File: src/rtl/cdc_sync_bank.sv
// Multi-channel synchroniser into rd_clk: per-channel flop chain, optional stability filter,
// and rise/fall pulses derived from the filtered value. Channels are independent bits.
module cdc_sync_bank #(
  parameter int               WIDTH     = 4,
  parameter int               STAGES    = 2,
  parameter int               FILTER    = 0,
  parameter logic [WIDTH-1:0] RESET_VAL = '0
) (
  input  logic             rd_clk,
  input  logic             rd_reset,
  input  logic [WIDTH-1:0] async_in,
  output logic [WIDTH-1:0] rd_data,
  output logic [WIDTH-1:0] rd_rise,
  output logic [WIDTH-1:0] rd_fall,
  output logic             rd_change
);

  generate
    if (STAGES < 2) begin : g_bad_stages
      $error("cdc_sync_bank: STAGES must be >= 2");
    end
    if (WIDTH < 1) begin : g_bad_width
      $error("cdc_sync_bank: WIDTH must be >= 1");
    end
  endgenerate

  // Pure flop chain: nothing may sit between these registers.
  (* ASYNC_REG = "TRUE" *) logic [WIDTH-1:0] sync_q [STAGES];
  logic [WIDTH-1:0] s_last;
  logic [WIDTH-1:0] prev_q;

  always_ff @(posedge rd_clk or negedge rd_reset) begin
    if (!rd_reset) begin
      for (int i = 0; i < STAGES; i++) sync_q[i] <= RESET_VAL;
    end else begin
      sync_q[0] <= async_in;
      for (int i = 1; i < STAGES; i++) sync_q[i] <= sync_q[i-1];
    end
  end

  assign s_last = sync_q[STAGES-1];

  generate
    if (FILTER == 0) begin : g_nofilt
      assign rd_data = s_last;
    end else begin : g_filt
      localparam int             CW      = $clog2(FILTER) + 1;
      localparam logic [CW-1:0] CNT_MAX = CW'(FILTER - 1);

      logic [CW-1:0]    cnt [WIDTH];
      logic [WIDTH-1:0] data_q;

      // A channel only follows s_last after FILTER consecutive differing cycles.
      always_ff @(posedge rd_clk or negedge rd_reset) begin
        if (!rd_reset) begin
          for (int c = 0; c < WIDTH; c++) cnt[c] <= '0;
          data_q <= RESET_VAL;
        end else begin
          for (int c = 0; c < WIDTH; c++) begin
            if (s_last[c] == data_q[c]) begin
              cnt[c] <= '0;
            end else if (cnt[c] == CNT_MAX) begin
              data_q[c] <= s_last[c];
              cnt[c]    <= '0;
            end else begin
              cnt[c] <= cnt[c] + CW'(1);
            end
          end
        end
      end

      assign rd_data = data_q;
    end
  endgenerate

  always_ff @(posedge rd_clk or negedge rd_reset) begin
    if (!rd_reset) prev_q <= RESET_VAL;
    else           prev_q <= rd_data;
  end

  assign rd_rise   = rd_data & ~prev_q;
  assign rd_fall   = ~rd_data & prev_q;
  assign rd_change = |(rd_rise | rd_fall);

endmodule

File: config.mk
export PLATFORM = sky130hd
export DESIGN_NAME = cdc_sync_bank
export DESIGN_NICKNAME = d
export VERILOG_FILES = /design/src/rtl/cdc_sync_bank.sv
export SDC_FILE = /design/constraint.sdc
export NUM_CORES = 1
export LEC_CHECK = 0
export BUFFER_PORTS_ARGS = -buffer_cell sky130_fd_sc_hd__buf_2
export CAP_MARGIN = 25
export CORE_AREA = 2 2 39 41
export CTS_CLUSTER_DIAMETER = 50
export DETAILED_ROUTE_END_ITERATION = 8
export DIE_AREA = 0 0 41 43
export GPL_TIMING_DRIVEN = 0
export PLACE_DENSITY = 0.67
export SYNTH_ARGS = -nofsm -noshare
export SYNTH_HDL_FRONTEND = slang
export SYNTH_SLANG_ARGS = --single-unit
export TNS_END_PERCENT = 100
File: constraint.sdc
create_clock -name rd_clk -period 1.7 [get_ports rd_clk]
set_input_delay 0.17 -clock rd_clk [delete_from_list [all_inputs] [get_ports rd_clk]]
set_output_delay 0.17 -clock rd_clk [all_outputs]
set_load 0.03 [all_outputs]
# Word-level counts from Yosys, hierarchy flattened
# Cells that the tools add are included.
[word_totals]
regBits = 12
in_bits = 6
word_cells = 9
[classes]
reduce_logical = 1
bitwise = 5
[op_table]
columns = ["op", "count"]
rows = [
  ["4-bit AND", 2],
  ["4-bit NOT", 2],
  ["4-bit bitwise OR", 1],
  ["4-bit OR reduction", 1],
]

# Logic depth before layout (Yosys ltp)
[depth]
ltp_word = 4
mapped_depth = 3

# Least setup slack after synthesis
# No wires, ideal clock.
[synth_timing]
path_type = "register -> output"
startpoint = "register sync_q, in the netlist rd_data[2]"
endpoint = "output rd_change"
path_stages_with_launch = 4
path_slack_ns = 0.553
t_arrival_ns = 0.977
path_cell_list = "dfrtp_1 > inv_1 > ha_1 > nand4_1"
[synth_via]
elab_chain_cells = 4
[synth_rtl]
columns = ["item", "line", "text"]
rows = [
  ["from (decl)", "28", "(* ASYNC_REG = \"TRUE\" *) logic [WIDTH-1:0] sync_q [STAGES];"],
  ["4-bit NOT", "82", "assign rd_fall = ~rd_data & prev_q;"],
  ["4-bit AND", "82", ""],
  ["4-bit bitwise OR (*)", "83", "assign rd_change = |(rd_rise | rd_fall);"],
  ["4-bit OR reduction (*)", "83", ""],
  ["to (decl)", "15", "output logic rd_change"],
]
# Every way passes the cells marked *; elsewhere a longest branch is shown, timed or not.

# Worst setup path in the final report
# Same ends and word-level chain as after synthesis.

==> results_dict.tcl <==
set metrics [dict create \
    drive_gt1_share_pct 42.37 \
    path_clk_slew_ns 0.07 \
    power_mw 0.5570 \
    synth_warnings 0 \
    finalInstanceArea_um2 649.4 \
    cp.arrival_ns 1.28 \
    clk_latency_ns 0.26 \
    path_cells "inv_1 -> ha_1 -> nand4_1 -> buf_2" \
    ir_drop_uv 381.5 \
    max_freq_mhz 691.6 \
    diodes 0 \
    vias 288 \
    synth_cell_types 5 \
    fin_setup_tns_ns 0 \
    rsz0062_at_grt "no" \
    io_buffers 18 \
    seq_area_um2 300.3 \
    grt_pass1_vias 233 \
    hold_viol_final 0 \
    nFillCells 126 \
    syn-cell-area_um2 466.7 \
    cp_data_required_time_ns 1.53 \
    grt_max_degree 13 \
    postSynthAreaPerCell_um2 14.14 \
    routedWlPerCell_um 8.000 \
    synth_cells 33 \
    end_kind "output pin" \
    slowest_stage "dfrtp_1" \
    hp-class "in -> async" \
    worst_setup_path_start_kind "flop" \
    htreeDepth 1 \
    dieHeight_um 43 \
    viasPerCell 3.840 \
    antenna_found_initial 0 \
    grt_usage_pct 8.896 \
    fin_worst_skew_ns 0.0003909 \
    status "complete, no violations" \
    grt_pass1_wl_um 952 \
    crit_path_max_incr_delay_ns 0.39 \
    synthesis.nets 47 \
    slew_headroom_pct 83.36 \
    crit_fanout 4 \
    dp_hpwl_um 446 \
    path_delay_family "flip-flops" \
    cts_inserted_buffers 3 \
    critPathBufInv 2 \
    place.gp.congestion 0.5175 \
    coreArea_um2 1384 \
    finalSetupViolations 0 \
    placementRows 14 \
    drtPass1Iterations 1 \
    total_leakage_power_nw 0.3754 \
    layout.nets 75 \
    ant_nets 0 \
    root_buffer "clkbuf_4" \
    clk_path_buf_depth 2 \
    ios 19 \
    p_per_area_nw_per_um2 857.8 \
    hold_ws_ns 0.3005 \
    fin_crit_sh_pct 85.05 \
    drc_errors 0 \
    cts.sinks 12 \
    tightest_slew_ns 0.2496 \
    cts.repair.resized 0 \
    die_area_um2 1763 \
    multiInputGateArea_um2 106.4 \
    placed_area_um2 576.8 \
    die_w_um 41 \
    cts_tree "done" \
    drtIter0Drc 0 \
    critical_path_class "reg -> out" \
    overflow 0 \
    drt_wl_total_um 600 \
    synth-seq-cells 12 \
    start_util_pct 33.73 \
    area_growth_pct 39.14 \
    period_needed_ns 1.446 \
    maxSlewViolCount 0 \
    synth.yosys.seq_area_share_pct 64.34 \
    cap_violations 0 \
]
-- per-layer routing --
layer  vias up  global-route usage (%)  wire, um  part of all wire, %
met2        14                   10.00       282                   47
met5         -                       0         0                    0
met1       125                   10.58       253                   42
met4         0                   10.00         6                  1.0
met3         2                   4.712        57                  9.5
li1        147                       -         -                    -
-- synthesized netlist by cell type (all sizes together) --
library cell | number | area [um^2]
buf | 4 | 30.03
dfrtp | 12 | 300.3
ha | 8 | 100.1
inv | 8 | 30.03
nand4 | 1 | 6.260
-- cell usage in the layout, fill, tap and decap left out --
master	instances
buf_4	4
clkbuf_4	3
buf_2	18
inv_1	8
dlygate4sd3_1	5
dfrtp_1	12
ha_1	8
nand4_1	1
-- area by class of cell --
cell class,instances,share of cell area (%)
Sequential cell,12,46.24
Timing Repair Buffer,23,21.58
Multi-Input combinational cell,9,16.38
Buffer,4,4.624
Inverter,8,4.624
Clock buffer,3,3.468
Tap cell,16,3.083
-- power breakdown --
group          leakage [nW]  total [mW]  switching (mW)  internal [mW]
Clock                0.0138       0.161          0.0790         0.0817
Combinational         0.222      0.0879          0.0536         0.0343
Sequential            0.140       0.308         0.00851          0.300
-- through the flow --
step / setup slack, ns / util (%) / std cells
global route: 0.1473 / 46.93 / 75
finish: 0.2541 / 46.93 / 75
detailed placement: 0.5200 / 41.68 / 67
floorplan: 0.5527 / - / 33
CTS: 0.2269 / 44.03 / 71
global placement: 0.5335 / 41.68 / 67
-- final timing paths --
| check | startpoint | end | slack, ns | cells past startpoint |
|---|---|---|---|---|
| max in group asynchronous | rd_reset | prev_q[0]$_DFF_PN0_ | 1.20 | 2 |
| worst min register to register | sync_q[4]$_DFF_PN0_ | rd_data[0]$_DFF_PN0_ | 0.35 | 0 |
| worst max-delay path | rd_data[2]$_DFF_PN0_ | rd_change | 0.25 | 4 |
| worst min-delay path | rd_reset | prev_q[3]$_DFF_PN0_ | 0.30 | 2 |
| worst max register to register | rd_data[3]$_DFF_PN0_ | prev_q[3]$_DFF_PN0_ | 1.16 | 0 |
| min in group rd_clk | sync_q[4]$_DFF_PN0_ | rd_data[0]$_DFF_PN0_ | 0.35 | 0 |
-- registers in the layout, indices dropped and copies added, names as in the netlist --
signal and cells:
prev_q 4, rd_data 4, sync_q 4
-- repair_timing --
action / CTS / global route
buffers inserted: 0 / 0
hold buffers: 1 / 4
hold endpoints to repair: 12 / 4
-- logic make-up (layout without fill, tap and decap cells) --
logic type               count (synthesis)  count (layout)  share of synthesized area (%)
flip-flops                              12              12                          64.34
buffers and inverters                   12              38                          12.87
adder cells (fa/ha/maj)                  8               8                          21.45
AND/OR/NAND/NOR                          1               1                          1.341
Power figures use the tool's default switching activity.
